==> config.mk <==
export PLATFORM = sky130hd
export DESIGN_NAME = regfile_access_ctrl
export DESIGN_NICKNAME = d
export VERILOG_FILES = /design/src/rtl/regfile_access_ctrl_pkg.sv /design/src/rtl/regacc_wb_fifo.sv /design/src/rtl/regfile_access_ctrl.sv
export SDC_FILE = /design/constraint.sdc
export NUM_CORES = 1
export LEC_CHECK = 0
export ABC_AREA = 1
export CORE_MARGIN = 3
export CORE_UTILIZATION = 55
export DETAILED_ROUTE_END_ITERATION = 16
export PLACE_DENSITY = 0.85
export SYNTH_ARGS = -nofsm -noshare
export SYNTH_HDL_FRONTEND = slang
export SYNTH_SLANG_ARGS = --single-unit
==> constraint.sdc <==
create_clock -name clock -period 5.15 [get_ports clock]
set_input_delay 1.2875 -clock clock [delete_from_list [all_inputs] [get_ports clock]]
set_output_delay 1.2875 -clock clock [all_outputs]
set_load 0.01 [all_outputs]
==> src/rtl/regfile_access_ctrl_pkg.sv <==
// Shared register-id constants and helpers for the register file access controller.
// Used by regfile_access_ctrl and regacc_wb_fifo (REGACC_FORWARD_EN selects bypass).
package regfile_access_ctrl_pkg;

    typedef logic [3:0] reg_id_t;

    localparam reg_id_t REG_CMP  = 4'h9;
    localparam reg_id_t REG_SP   = 4'hA;
    localparam reg_id_t REG_SF   = 4'hB;
    localparam reg_id_t REG_PC   = 4'hC;
    localparam reg_id_t REG_NONE = 4'hF;
    localparam reg_id_t REG_LAST = 4'hC;

    function automatic logic id_dropped(reg_id_t id);
        return id > REG_LAST;
    endfunction

endpackage

==> src/rtl/regacc_wb_fifo.sv <==
// Writeback FIFO (id + data) exposing every entry in age order for the match scan.
// Entry data is exposed only when REGACC_FORWARD_EN is defined.
module regacc_wb_fifo
    import regfile_access_ctrl_pkg::*;
#(
    parameter int DEPTH = 4,
    parameter int DW    = 8
) (
    input  logic                      clock,
    input  logic                      reset,
    input  logic                      push,
    input  reg_id_t                   push_id,
    input  logic [DW-1:0]             push_data,
    input  logic                      pop,
    output reg_id_t                   head_id,
    output logic [DW-1:0]             head_data,
    output logic                      full,
    output logic                      empty,
    output logic [DEPTH-1:0][3:0]     age_id,
`ifdef REGACC_FORWARD_EN
    output logic [DEPTH-1:0][DW-1:0]  age_data,
`endif
    output logic [DEPTH-1:0]          age_valid
);

    localparam int AW = $clog2(DEPTH);

    logic [DEPTH-1:0][3:0]    mem_id;
    logic [DEPTH-1:0][DW-1:0] mem_data;
    logic [AW-1:0]            wr_ptr;
    logic [AW-1:0]            rd_ptr;
    logic [AW:0]              count;
    logic                     do_push;
    logic                     do_pop;

    assign full    = (count == (AW+1)'(DEPTH));
    assign empty   = (count == '0);
    assign do_push = push && !full;
    assign do_pop  = pop && !empty;

    always_ff @(posedge clock or posedge reset) begin
        if (reset) begin
            wr_ptr <= '0;
            rd_ptr <= '0;
            count  <= '0;
        end else begin
            if (do_push)
                wr_ptr <= wr_ptr + 1'b1;
            if (do_pop)
                rd_ptr <= rd_ptr + 1'b1;
            count <= count + (AW+1)'(do_push) - (AW+1)'(do_pop);
        end
    end

    // Storage needs no reset: validity is carried by count.
    always_ff @(posedge clock) begin
        if (do_push) begin
            mem_id[wr_ptr]   <= push_id;
            mem_data[wr_ptr] <= push_data;
        end
    end

    assign head_id   = mem_id[rd_ptr];
    assign head_data = mem_data[rd_ptr];

    // Index 0 is the head (oldest); higher indices are younger.
    always_comb begin
        for (int k = 0; k < DEPTH; k++) begin
            age_id[k]    = mem_id[rd_ptr + AW'(k)];
`ifdef REGACC_FORWARD_EN
            age_data[k]  = mem_data[rd_ptr + AW'(k)];
`endif
            age_valid[k] = ((AW+1)'(k) < count);
        end
    end

endmodule

==> src/rtl/regfile_access_ctrl.sv <==
// Initiator side of the register file port: operand fetch plus buffered writeback.
// REGACC_FORWARD_EN: bypass youngest pending writeback; otherwise stall on id hazard.
module regfile_access_ctrl
    import regfile_access_ctrl_pkg::*;
#(
    parameter int WB_DEPTH = 4,
    parameter int DW       = 8
) (
    input  logic          clock,
    input  logic          reset,
    input  logic          op_valid,
    output logic          op_ready,
    input  logic [3:0]    op_rs1,
    input  logic [3:0]    op_rs2,
    output logic          resp_valid,
    output logic [DW-1:0] resp_a,
    output logic [DW-1:0] resp_b,
    input  logic          wb_valid,
    output logic          wb_ready,
    input  logic [3:0]    wb_id,
    input  logic [DW-1:0] wb_value,
    output logic          wb_err,
    output logic [3:0]    rf_read1_id,
    input  logic [DW-1:0] rf_read1_value,
    output logic [3:0]    rf_read2_id,
    input  logic [DW-1:0] rf_read2_value,
    output logic [3:0]    rf_write_id,
    output logic [DW-1:0] rf_write_value
);

    logic                        fifo_full;
    logic                        fifo_empty;
    reg_id_t                     head_id;
    logic [DW-1:0]               head_data;
    logic [WB_DEPTH-1:0][3:0]    age_id;
    logic [WB_DEPTH-1:0]         age_valid;
    logic                        wb_fire;
    logic                        wb_push;
    logic                        op_fire;
    logic [DW-1:0]               op_a;
    logic [DW-1:0]               op_b;
`ifdef REGACC_FORWARD_EN
    logic [WB_DEPTH-1:0][DW-1:0] age_data;
`endif

    assign wb_ready = !fifo_full;
    assign wb_fire  = wb_valid && wb_ready;
    assign wb_push  = wb_fire && !id_dropped(wb_id);
    assign op_fire  = op_valid && op_ready;

    regacc_wb_fifo #(
        .DEPTH (WB_DEPTH),
        .DW    (DW)
    ) u_fifo (
        .clock     (clock),
        .reset     (reset),
        .push      (wb_push),
        .push_id   (wb_id),
        .push_data (wb_value),
        .pop       (!fifo_empty),
        .head_id   (head_id),
        .head_data (head_data),
        .full      (fifo_full),
        .empty     (fifo_empty),
        .age_id    (age_id),
`ifdef REGACC_FORWARD_EN
        .age_data  (age_data),
`endif
        .age_valid (age_valid)
    );

    assign rf_read1_id    = op_rs1;
    assign rf_read2_id    = op_rs2;
    assign rf_write_id    = fifo_empty ? REG_NONE : head_id;
    assign rf_write_value = fifo_empty ? '0 : head_data;

`ifdef REGACC_FORWARD_EN
    assign op_ready = 1'b1;

    // Later (younger) matches overwrite earlier ones.
    always_comb begin
        op_a = rf_read1_value;
        op_b = rf_read2_value;
        for (int k = 0; k < WB_DEPTH; k++) begin
            if (age_valid[k] && age_id[k] == op_rs1)
                op_a = age_data[k];
            if (age_valid[k] && age_id[k] == op_rs2)
                op_b = age_data[k];
        end
    end
`else
    logic hazard;

    always_comb begin
        hazard = 1'b0;
        for (int k = 0; k < WB_DEPTH; k++) begin
            if (age_valid[k] && (age_id[k] == op_rs1 || age_id[k] == op_rs2))
                hazard = 1'b1;
        end
    end

    assign op_ready = !hazard;
    assign op_a     = rf_read1_value;
    assign op_b     = rf_read2_value;
`endif

    always_ff @(posedge clock or posedge reset) begin
        if (reset) begin
            resp_valid <= 1'b0;
            resp_a     <= '0;
            resp_b     <= '0;
            wb_err     <= 1'b0;
        end else begin
            resp_valid <= op_fire;
            if (op_fire) begin
                resp_a <= op_a;
                resp_b <= op_b;
            end
            if (wb_fire && id_dropped(wb_id))
                wb_err <= 1'b1;
        end
    end

endmodule

# == Yosys cells after proc, flatten, opt, wreduce, memory -nomap -nowiden ==
# Index checks and enable logic that the tools add are counted.
# W data, S select, Z words.
# word_totals
output_inout_bits,40
in_bits,40
wordCells,82
ff_bits,73
# op_classes
n_reduce_logical,19
mux,22
order_cmp,11
n_eq_ne,9
add_sub_neg,6
# op_table
operator,n
$bmux W4 S2,4
$bwmux W32,1
$eq A4 B4 Y1,8
$mux W4,6
$mux W8,3
$bmux W8 S2,1
$bwmux W16,1
$demux W8 S2,1
$lt A2 B3 Y1 const B,5
$logic_and A1 B1 Y1,10
$demux W4 S2,1
$lt A1 B3 Y1 const A,2
$lt A2 B3 Y1 const A,2
$add A2 B1 Y2 const B,2
$add A2 B2 Y2 const B,2
$gt A4 B4 Y1 const B,1
$logic_not A1 Y1,4
$logic_or A1 B1 Y1,4
$mux W1,4
$add A3 B1 Y3,1
$eq A3 B3 Y1 const B,1
$logic_not A3 Y1,1
$sub A3 B1 Y3,1
$ge A2 B1 Y1 const B,1

# == Depth between registers and ports, before layout ==
# Gate-level depths: netlist of the first run.
# logic_depth
depth_word,11
mapped_depth,19

# == By module ==
# A second synthesis of the first run with hierarchy kept.
# hier_totals
cells_unflattened,518
area_unflattened_um2,4140.2
# modules_own_cells
mod,seq_area_each_um2,area_each_um2,cells_per_inst,instances
regacc_wb_fifo,1616.6,2653.8,257,1
regfile_access_ctrl,450.4,1486.4,261,1

# == Least setup slack after synthesis of the first run ==
# OpenSTA, ideal clock, no wires.
# synth_path
path_kind,input-to-output
startpoint,input op_rs1[0]
endpoint,output op_ready
cell_stages,10
path_slack_ns,1.748
t_required_ns,3.863
arrival_time_ns,2.114
path_cell_list,inv_1 > nand3_1 > nand2_1 > nor2_1 > nand2_1 > nand2_1 > nand2_1 > nand2_2 > nor2_8 > buf_4
# synth_via
elab_chain_cells,8
word_cells_on_any_way,17
cone_classes,eq/ne (4); mux (4); reduce/logical (9)
# synth_lines
item,line_no,rtl
"start, declared",regfile_access_ctrl.sv:13,"input logic [3:0] op_rs1,"
$eq A4 B4 Y1,regfile_access_ctrl.sv:97,if (age_valid[k] && (age_id[k] == op_rs1 || age_id[k] == op_rs2))
$logic_or A1 B1 Y1,regfile_access_ctrl.sv:97,
$logic_and A1 B1 Y1,regfile_access_ctrl.sv:97,
$mux W1 (3 in series),regfile_access_ctrl.sv:97,
$mux W1 *,regfile_access_ctrl.sv:97,
$logic_not A1 Y1 *,regfile_access_ctrl.sv:102,assign op_ready = !hazard;
"end, declared",regfile_access_ctrl.sv:12,"output logic op_ready,"
# Mark *: on every way between the ends. The rest lies on a longest branch, timed or not.

# == Worst setup path after layout of the first run ==
# layout_path
startpoint,input op_rs2[1]
endpoint,output op_ready
# layout_via
elab_chain_cells,8
word_cells_on_any_way,17
cone_classes,eq/ne (4); mux (4); reduce/logical (9)
# layout_lines
item,line_no,rtl
"start, declared",regfile_access_ctrl.sv:14,"input logic [3:0] op_rs2,"
$eq A4 B4 Y1,regfile_access_ctrl.sv:97,
$logic_or A1 B1 Y1,regfile_access_ctrl.sv:97,
$logic_and A1 B1 Y1,regfile_access_ctrl.sv:97,
$mux W1 (3 in series),regfile_access_ctrl.sv:97,
$mux W1 *,regfile_access_ctrl.sv:97,
$logic_not A1 Y1 *,regfile_access_ctrl.sv:102,
# Marked as above.

==> results of run 1 <==
layout by cell type, fill, tap and decap left out:
cell,Yosys,layout
nand2_1,203,203
nand3_1,86,86
clkdlybuf4s50_1,0,79
edfxtp_1,48,48
inv_1,47,47
dfrtp_1,25,25
nor2_1,17,17
nand3_2,11,11
nand2_2,10,10
clkbuf_8,0,9
a22oi_1,8,8
a31oi_1,8,8
ha_1,8,8
buf_4,10,8
nand2_4,6,6
clkinv_2,0,4
o21ai_0,3,3
xor2_1,3,3
inv_6,2,2
o211a_1,1,1
nor3_1,1,1
a31o_2,1,1
a21oi_1,1,1
nor2_8,1,1
fa_1,1,1
clkinv_4,0,1
clkbuf_1,4,1
inv_4,0,1
per-layer routing:
metal	wire (microns)	track usage, %
met2	5441	41.87
met1	4544	33.32
met5	0	0
met3	665	4.808
met4	235	9.025
final timing paths:
check / start / slack [ns] / cells after the start / endpoint
setup / recovery: op_rs2[1] / 0.66 / 12 / op_ready
min in group asynchronous: reset / 1.52 / 2 / resp_b[7]
hold / removal: resp_a[0] / 0.48 / 2 / resp_a[0]
hold reg to reg: resp_a[0] / 0.48 / 2 / resp_a[0]
setup reg to reg: u_fifo.rd_ptr[0] / 2.38 / 17 / resp_b[6]
max in group asynchronous: reset / 3.02 / 2 / u_fifo.count[2]
area by class of cell:
type	instances	area [sq um]	share of cell area (%)
tap	99	123.9	2.375
timing repair buffer	87	850.8	16.31
clock buffer	10	127.6	2.447
sequential	73	2067	39.64
inverter	49	193.9	3.719
clock inverter	6	35.03	0.6718
multi-input combinational	369	1817	34.84
sequential cells by signal (all words and copies together) (netlist names):
name / flops
resp_a: 8
wb_err: 1
u_fifo.mem_id: 16
u_fifo.count: 3
u_fifo.rd_ptr: 2
u_fifo.mem_data: 32
resp_valid: 1
resp_b: 8
u_fifo.wr_ptr: 2
cells by family after synthesis:
kind of cell / after synthesis
DFF: 73
and+or+nand+nor: 335
AOI/OAI and AO/OA: 22
buffers and inverters: 74
adders and majority gates: 9
xor gates and xnor gates: 3
stage by stage:
stage          area [sq um]  hold WS (ns)  setup WS, ns
6_report               5215        0.4790        0.6643
5_1_grt                5215        0.5081        0.5298
4_1_cts                5215        0.4815        0.6747
3_5_place_dp           5052        0.4622        0.6774
3_3_place_gp           5052        0.4526        0.6672
2_1_floorplan          4270        0.4936         1.748
tightest hold or removal path: cells and delay by family, from the launching register on:
kind	cells	cell delay [ns]
flip-flops	1	0.35
AND/OR/NAND/NOR	2	0.09
power breakdown:
| part | total, mW | leakage, nW | switching, mW | internal, mW |
|---|---|---|---|---|
| clock network | 0.387 | 0.0901 | 0.214 | 0.173 |
| logic | 1.93 | 1.64 | 1.17 | 0.758 |
| registers | 0.921 | 0.738 | 0.127 | 0.795 |
| total | 3.24 | 2.47 | 1.52 | 1.73 |
==> out/metrics.csv, run 1 <==
metric;value;unit
outcome;completed;
area_growth;22.12;%
routed-via-count;3766;
antenna_left;0;
fmax;222.9;MHz
finalMaxSlewViolations;0;
power;3.241;mW
synth_cells;516;
grt_usage;25.35;%
die_y;94.12;microns
clock_sinks;73;
final_util;70.39;%
vdd_drop_max;0.3871;mV
drt_iter0_markers;248;
dieArea;8858;sq um
grt_overflow;0;
p_leak;2.467;nW
drive_above_1_share;9.091;%
maxCapViolations;0;
antenna_found_initial;0;
syn_nets;565;
worstPathArrival;3.20;ns
grt_pass1_wl;17360;microns
cp_top_family;buffers and inverters;
yosysMostFrequentCell;nand2_1;
ys_top_cells_by_count;nand2_1 (203), nand3_1 (86), edfxtp_1 (48);
dr.pass1.iters;5;
nets;638;
numCtsBuffers;9;
critical_path.max_stage_delay;0.59;ns
ys.flop_type;edfxtp_1;
synth.area.mux_share;0;%
synth_area_per_cell;8.276;sq um
yosysSeqAreaShare;48.40;%
antenna_cells;0;
cts_tree;built;
finalSetupViolCount;0;
rows;31;
htree_levels;3;
skew;0.01028;ns
gp_congestion;0.9247;
cp_data_required_time;3.86;ns
clk_pin_slew;0.08;ns
fillers;558;
path_cells;clkdlybuf4s50_1 -> inv_1 -> nand3_1 -> nand2_1 -> nand2_1 -> inv_1 -> nand2_1 -> nand2_1 -> nand2_1 -> nand2_2 -> nor2_8 -> clkdlybuf4s50_1;
yosysWarnings;0;
synth_top_family_by_area;simple AND/OR/NAND/NOR gates;
cts_setup_buffers;0;
synth_simple_gate_area_share;35.63;%
grt_max_degree;35;
wl_per_cell;15.71;microns
end_kind;output port;
start_util;57.64;%
slew_headroom;33.24;%
synthesis.area;4270;sq um
finalHoldViolations;0;
post-place-cells;677;
cts_root_buffer;clkbuf_8;
cts_resized;0;
synth-seq-cells;73;
drc_errors;0;
crit_fanout;6;
drt-total-wl;10890;microns
synth_compound_area_share;3.487;%
rsz0062_at_grt;no;
critical_path.slowest_cell;clkdlybuf4s50_1;
core;7408;sq um
crit_path_start_kind;input port;
critical_path_class;input port to output port;
synthDominantCellAreaShare;33.75;%
post_drt_via_cell_ratio;5.434;
synth-xor-area-share;0.6153;%
async_reset_ff_share;34.25;%
post-route-period-util;87.10;%
synth.area.top_cells;edfxtp_1 (34%), nand2_1 (18%), dfrtp_1 (15%), nand3_1 (10%), inv_1 (4.1%);
first_global_vias;3653;
synth-adder-area-share;2.813;%
die_width;94.12;microns
synth_edf_count;48;
tightest_slew;1.000;ns
power_density;621.4;nW/um^2
hold_buffers;0;
yosysUniqueCellTypes;26;
clk_latency;0.34;ns
hpwl;7885;microns
io_pins;80;
stdcell_count;693;
cp_common_cell;nand2_1;
clockBufferDepth;2;
crit_buf_inv;4;
port_buffers;79;
fin_crit;4.486;ns
hp-class;register to register;
synth_top_area_cell;edfxtp_1;
tns;0;ns
Note: power is estimated with default switching activity, not from simulation.
==> inputs of run 2 (changes only) <==
CORE_UTILIZATION = 57   (was 55)
PLACE_DENSITY = 0.87   (was 0.85)
SETUP_SLACK_MARGIN = 0.4   (was not set)
==> run 2 against run 1 <==
  * Core utilization rose by 4.8 points
  * Final area up 1.3%
  * Worst hold slack lost 0.0031 ns
  * Critical endpoint unchanged
  * Critical path depth unchanged
  * Wire length up 1.9%
  * Combinational power is 5% higher
  * Die area shrank 3.3%
  * First-iteration DRC count up 10%
  * Non-clock buffer count rose by 5
  * Sequential cell count unchanged
  * Sequential power about the same
  * Highest routed layer unchanged
  * Fmax is 1.6% lower
==> out/metrics.csv, run 2 (synthesis results as in run 1) <==
metric;value;unit;change
final_cell_mix;nand2_1 (203), nand3_1 (86), clkdlybuf4s50_1 (79);;unchanged
vdd_drop_max;0.4830;mV;was 0.3871 mV
seqCellArea;2067;sq um;unchanged
cts_tree;built;;unchanged
drc_errors;0;;unchanged
regMostFlops;u_fifo.mem_data;;unchanged
finalMaxSlewViolations;0;;unchanged
slew_headroom;36.98;%;was 33.24%
pwr-share-comb;59.7;%;was 59.6%
port_buffers;79;;unchanged
finalSetupViolCount;0;;unchanged
cts_root_buffer;clkbuf_8;;unchanged
drive_above_1_share;10.02;%;was 9.091%
pwr-share-clk;13.0;%;was 11.9%
fmax;219.3;MHz;was 222.9 MHz
critical_path.slowest_cell;clkdlybuf4s50_1;;unchanged
wl_per_cell;15.96;microns;was 15.71 microns
layout_commonest_cell;nand2_1;;unchanged
cp_top_family;buffers and inverters;;unchanged
crit_path_start_kind;input port;;unchanged
hold_buffers;0;;unchanged
post-route-period-util;88.53;%;was 87.10%
p_leak;2.491;nW;was 2.467 nW
finalHoldViolations;0;;unchanged
drt_iter0_markers;273;;was 248
placed_area;5049;sq um;was 5052 sq um
skew;0.009069;ns;was 0.01028 ns
grt_usage;26.21;%;was 25.35%
tns;0;ns;unchanged
final_util;75.24;%;was 70.39%
p_sw_share;45.75;%;was 46.75%
cp_common_cell;nand2_1;;unchanged
multiInputGateArea;1817;sq um;unchanged
core;7019;sq um;was 7408 sq um
routed-via-count;3812;;was 3766
dr.pass1.iters;7;;was 5
intPower;1.834;mW;was 1.726 mW
grt_pass1_wl;17510;microns;was 17360 microns
nets;643;;was 638
drt-total-wl;11090;microns;was 10890 microns
crit_buf_inv;4;;unchanged
hpwl;7936;microns;was 7885 microns
area_growth;23.67;%;was 22.12%
seqPwrFrac;27.3;%;was 28.4%
first_global_vias;3618;;was 3653
finish.instance_area;5281;sq um;was 5215 sq um
largest_register_ffs;32;;unchanged
clk_latency;0.34;ns;about the same
power.switching;1.546;mW;was 1.515 mW
htree_levels;3;;unchanged
critical_path.max_stage_delay;0.58;ns;was 0.59 ns
numCtsBuffers;9;;unchanged
maxCapViolations;0;;unchanged
power;3.380;mW;was 3.241 mW
tightest_slew;0.9442;ns;was 1.000 ns
die_y;92.56;microns;was 94.12 microns
critical_path_class;input port to output port;;unchanged
largestRegisters;u_fifo.mem_data: 32 flops, u_fifo.mem_id: 16 flops;;unchanged
gp_congestion;1.146;;was 0.9247
dieArea;8566;sq um;was 8858 sq um
fillers;505;;was 558
clock_sinks;73;;unchanged
post_drt_via_cell_ratio;5.485;;was 5.434
cp_data_required_time;3.86;ns;about the same
cts_resized;0;;unchanged
fin_crit;4.560;ns;was 4.486 ns
start_util;60.84;%;was 57.64%
antenna_left;0;;unchanged
grt_max_degree;35;;unchanged
hp-class;register to register;;unchanged
worstPathArrival;3.27;ns;was 3.20 ns
clockBufferDepth;2;;unchanged
crit_fanout;7;;was 6
die_width;92.56;microns;was 94.12 microns
antenna_cells;0;;unchanged
io_pins;80;;unchanged
power_density;640.0;nW/um^2;was 621.4 nW/um^2
grt_overflow;0;;unchanged
clk_pin_slew;0.08;ns;about the same
outcome;completed;;unchanged
end_kind;output port;;unchanged
path_cells;clkdlybuf4s50_1 -> inv_1 -> nand3_1 -> nand2_1 -> nand2_1 -> inv_1 -> nand2_1 -> nand2_1 -> nand2_1 -> nand2_2 -> nor2_8 -> clkdlybuf4s50_1;;unchanged
antenna_found_initial;0;;unchanged
rsz0062_at_grt;no;;unchanged
rows;30;;was 31
run 2: metal layers:
metal	share of wire (%)	vias to the layer above	GRT usage, %
met3	6.8	21	5.361
met5	0	-	0
li1	-	1835	-
met4	1.7	0	8.911
met1	41	1780	33.37
met2	51	176	44.53
run 2: path summary, 6_finish.rpt:
| path | from | to | slack (ns) | depth (start not counted) |
|---|---|---|---|---|
| setup / recovery | op_rs2[0] | op_ready | 0.59 | 12 |
| hold / removal | resp_b[0] | resp_b[0] | 0.48 | 2 |
| setup reg to reg | u_fifo.rd_ptr[1] | resp_b[7] | 2.47 | 16 |
| hold reg to reg | resp_b[0] | resp_b[0] | 0.48 | 2 |
| max in group asynchronous | reset | u_fifo.wr_ptr[0] | 3.11 | 2 |
| min in group asynchronous | reset | resp_b[7] | 1.46 | 2 |
run 2: through the flow:
stage                     std cells  setup WS (ns)  hold WS [ns]
final                           695         0.5904        0.4758
after global placement          674         0.5127        0.4512
after floorplan                 516          1.748        0.4936
after global routing            695         0.4450        0.4988
after detailed placement        674         0.4958        0.4580
after CTS                       690         0.4847        0.4768
run 2: power groups by stage:
stage	logic, mW	registers [mW]	clock network (mW)
after detailed placement	1.89	0.931	0
after floorplan	1.31	0.906	0
after global routing	2.23	0.939	0.470
after global placement	1.85	0.918	0
after CTS	1.92	0.920	0.442
final	2.02	0.923	0.438
run 2: layout make-up:
class / instances / area share, %
well taps: 96 / 2.274
multi-input cells: 369 / 34.40
inverters: 49 / 3.672
repair buffers: 92 / 16.82
clock inverters: 7 / 1.350
flip-flops and latches: 73 / 39.14
clock buffers: 9 / 2.345
run 2: worst reg2reg max path: stages, from the launching register on:
cell,delay [ns]
dfrtp_1,0.81
nand2_1,0.22
nand2_4,0.26
nand2_1,0.12
nand3_1,0.11
nand2_1,0.06
nand2_1,0.07
inv_1,0.04
nand2_1,0.05
nand2_1,0.06
nand2_1,0.07
nand2_2,0.08
nor2_8,0.17
buf_4,0.16
nand2_4,0.12
nand2_1,0.13
nand2_1,0.06
run 2: timing repair:
item	4_1_cts	5_1_grt
endpoints found under the hold margin	0	0
setup endpoints to repair	0	1
setup buffers	0	5
==> RTL change 1 (flow settings as in run 2) <==
The parameter `WB_DEPTH` goes from 4 to 8.
--- a/src/rtl/regfile_access_ctrl.sv
+++ b/src/rtl/regfile_access_ctrl.sv
@@ -5,3 +5,3 @@
 #(
-    parameter int WB_DEPTH = 4,
+    parameter int WB_DEPTH = 8,
     parameter int DW       = 8
Formal check against the unedited RTL: same outputs for any inputs over 10 cycles, from zero or initial values and one cycle with reset high; that may be too few to reach the edited logic, so the function may still have changed.
==> RTL change 1 against run 2 <==
- setup slack improved by 0.27 ns
- synthesized area up 68%
- sequential cell count increased by 51
- core utilization down 3.8 points
- cell area rose by 64%
- register-to-register slack lost 0.34 ns
- power up 100%
- hold slack got worse by 0.0051 ns
- routed wire length up 72%
==> RTL change 1: results <==
{
  "cp.arrival_ns": 3.00,
  "syn_inst": 876,
  "cts_num_sinks": 124,
  "met1_usage_pct": 34.5,
  "drive_gt1_share_pct": 7.84,
  "buf_share_pct": 11.3,
  "globalplace.congestion": 0.977,
  "buffers": 103,
  "cts_root_buf": "clkbuf_16",
  "wl_met1_um": 7500,
  "synth_edf_count": 96,
  "route.met3.wl_um": 1580,
  "vias": 6579,
  "status": "completed",
  "seq_area_share_pct": 41.3,
  "num-fill-cells": 879,
  "clock_buffers": 19,
  "insertion_delay_ns": 0.41,
  "reg_top3": "u_fifo.mem_data: 64 flops, u_fifo.mem_id: 32 flops",
  "yosysSeqAreaShare_pct": 49.9,
  "grt_pass1_vias": 5995,
  "inverters": 38,
  "ctsResizeCount": 6,
  "multi_input_area_share_pct": 37.0,
  "dpl.hpwl_um": 12900
}
RTL change 1: cell types whose count changed in the layout (fill, tap and decap cells not counted), sizes merged, moves of 12 or more:
cell | before | now
o21ai | 3 | 37
edfxtp | 48 | 96
nand3 | 97 | 184
xor2 | 3 | 19
nand4 | 0 | 16
nand2 | 219 | 286
nor2 | 18 | 103
inv | 49 | 37
RTL change 1: report_power, final:
group | internal [W] | switching (W)
clock network | 0.000654 | 0.000414
logic | 0.00154 | 0.00283
registers | 0.00130 | 0.000124
total | 0.00350 | 0.00337
RTL change 1: cells by family after synthesis:
family | after synthesis | share of synthesized area [%]
xor gates and xnor gates | 23 | 3.43
buffers and inverters | 80 | 5.55
DFF | 124 | 49.9
AOI/OAI and AO/OA | 48 | 3.88
adders and majority gates | 11 | 2.02
and+or+nand+nor | 590 | 35.2
RTL change 1: per-stage QoR:
stage          worst slack [ns]  util (%)
6_report                  0.863      71.4
5_1_grt                   0.749      71.4
4_1_cts                   0.400      71.1
3_5_place_dp              0.302      66.7
3_3_place_gp              0.298      66.7
2_1_floorplan             0.972         -
RTL change 1: worst paths after layout:
kind | from | end | slack, ns | cells after the start
max in group asynchronous | reset | u_fifo.rd_ptr[0] | 2.93 | 2
worst min register to register | resp_b[4] | resp_b[4] | 0.47 | 2
worst min-delay path | resp_b[4] | resp_b[4] | 0.47 | 2
worst max-delay path | op_rs1[1] | op_ready | 0.86 | 15
worst max register to register | u_fifo.rd_ptr[2] | resp_a[1] | 2.13 | 20
min in group asynchronous | reset | resp_b[0] | 1.48 | 2
RTL change 1: worst max-delay path: cells and delay by family:
kind | cells | cell delay (ns)
simple gates | 11 | 0.86
buf+inv | 4 | 0.85
==> RTL change 2 (config.mk and constraints of run 2) <==
Without the edit above. Register the output `wb_err` once more, with the module's reset; this adds one clock of latency there. The other outputs are not delayed to match.
--- a/src/rtl/regfile_access_ctrl.sv
+++ b/src/rtl/regfile_access_ctrl.sv
@@ -29,2 +29,4 @@
 );
+
+    logic wb_err_s0;
 
@@ -111,3 +113,3 @@
             resp_b     <= '0;
-            wb_err     <= 1'b0;
+            wb_err_s0  <= 1'b0;
         end else begin
@@ -119,3 +121,11 @@
             if (wb_fire && id_dropped(wb_id))
-                wb_err <= 1'b1;
+                wb_err_s0 <= 1'b1;
+        end
+    end
+
+    always_ff @(posedge clock or posedge reset) begin
+        if (reset) begin
+            wb_err <= '0;
+        end else begin
+            wb_err <= wb_err_s0;
         end
Check against the original RTL: not equivalent (Yosys sat finds a counterexample within 4 cycles, from zero or initial values and one cycle with reset high).
==> RTL change 2 against run 2 <==
- setup slack worse by 0.034 ns
- sequential share of layout area increased by 0.44 points
- global-route usage decreased by 0.46 points
- synthesized area up 0.59%
- critical endpoint unchanged
- fmax fell by 0.75%
- cell count rose by 0.58%
- sequential cell count rose by 1
- core utilization fell by 2.7 points
- cell area is essentially flat
- via count shrank 1.0%
- routed wire length down 0.14%
- power down 1.1%
- highest routed layer unchanged
==> RTL change 2: results <==
{
  "groute.usage.overall_pct": 25.7,
  "skew_ns": 0.0106,
  "inverters": 49,
  "via_per_inst": 5.40,
  "drt_iter0_drc": 306,
  "globalplace.congestion": 0.938,
  "place_area_um2": 5070,
  "wl_met1_um": 4530,
  "insertion_delay_ns": 0.35,
  "worst_slew_pin_slew_ns": 1.01,
  "ctsResizeCount": 0,
  "final_nets": 644,
  "cp.arrival_ns": 3.31,
  "grt_pass1_wl_um": 17100,
  "synth-seq-cells": 74,
  "synth_area_leaders": "edfxtp_1, nand2_1, dfrtp_1, nand3_1, inv_1",
  "num-fill-cells": 576,
  "power_frac_clock_pct": 11.9,
  "place_ws_ns": 0.496,
  "peakVddDrop_mv": 0.411,
  "syn_area_per_cell_um2": 8.31,
  "clock_buffers": 11,
  "reg_top3": "u_fifo.mem_data: 32 flops, u_fifo.mem_id: 16 flops",
  "die_x_um": 92.8,
  "final_area_um2": 5290,
  "top_layer_used": "met4",
  "buffers": 92,
  "wl_per_cell_um": 15.8,
  "switching_share_pct": 45.8,
  "drt-pass1-iter-count": 5,
  "use_met3_pct": 6.01,
  "ys_types": 26,
  "dp.cells": 677,
  "clk_pin_slew_ns": 0.08,
  "hold_path.class": "flip-flop to flip-flop",
  "async_reset_ff_share_pct": 35.1,
  "grt_max_degree": 35,
  "route.met3.wl_um": 779,
  "crit_slowest_cell": "clkdlybuf4s50_1",
  "cts_buffer_depth": 2,
  "synthTopCellsByCount": "nand2_1, nand3_1, edfxtp_1, inv_1, dfrtp_1",
  "grt_pass1_vias": 3630,
  "multi_input_area_share_pct": 34.4,
  "synth_fp_nets": 566,
  "dpl.hpwl_um": 7660,
  "seq_area_share_pct": 39.6,
  "status": "completed",
  "drive_gt1_share_pct": 9.83,
  "buf_share_pct": 16.8,
  "yosysSeqAreaShare_pct": 48.7,
  "grt_use_met2_pct": 45.1,
  "met1_usage_pct": 31.4,
  "wl_met2_um": 5480,
  "p_leak_nw": 2.50,
  "combPwrFrac_pct": 59.9,
  "fin_cells": 699,
  "cp_max_fo": 10,
  "critPathMaxStageDelay_ns": 0.60,
  "n_antenna_cell": 0,
  "clkCellAreaFrac_pct": 3.24
}
==> RTL change 2: changes by cell type in the layout (fill, tap and decap cells not counted), sizes merged <==
cell / delta
inv: +1
clkinv: +1
bufinv: -1
clkinvlp: -3
dfrtp: +1
clkbuf: +2
==> RTL change 2: worst paths after layout <==
path                             startpoint               to  slack (ns)  cells past startpoint
setup reg to reg           u_fifo.rd_ptr[0]        resp_b[5]        2.26                     17
min in group asynchronous             reset        resp_b[7]        1.48                      2
max in group asynchronous             reset  u_fifo.count[2]        3.05                      2
setup / recovery                  op_rs2[1]         op_ready        0.56                     12
hold / removal                    wb_err_s0           wb_err        0.42                      0
hold reg to reg                   wb_err_s0           wb_err        0.42                      0
==> RTL change 2: cell families after synthesis <==
group,share of synthesized area [%]
XOR/XNOR,0.612
adder cells (fa/ha/maj),2.80
AND/OR/NAND/NOR,35.4
flip-flops,48.7
AO/OA/AOI/OAI,3.47
buffers and inverters,9.00
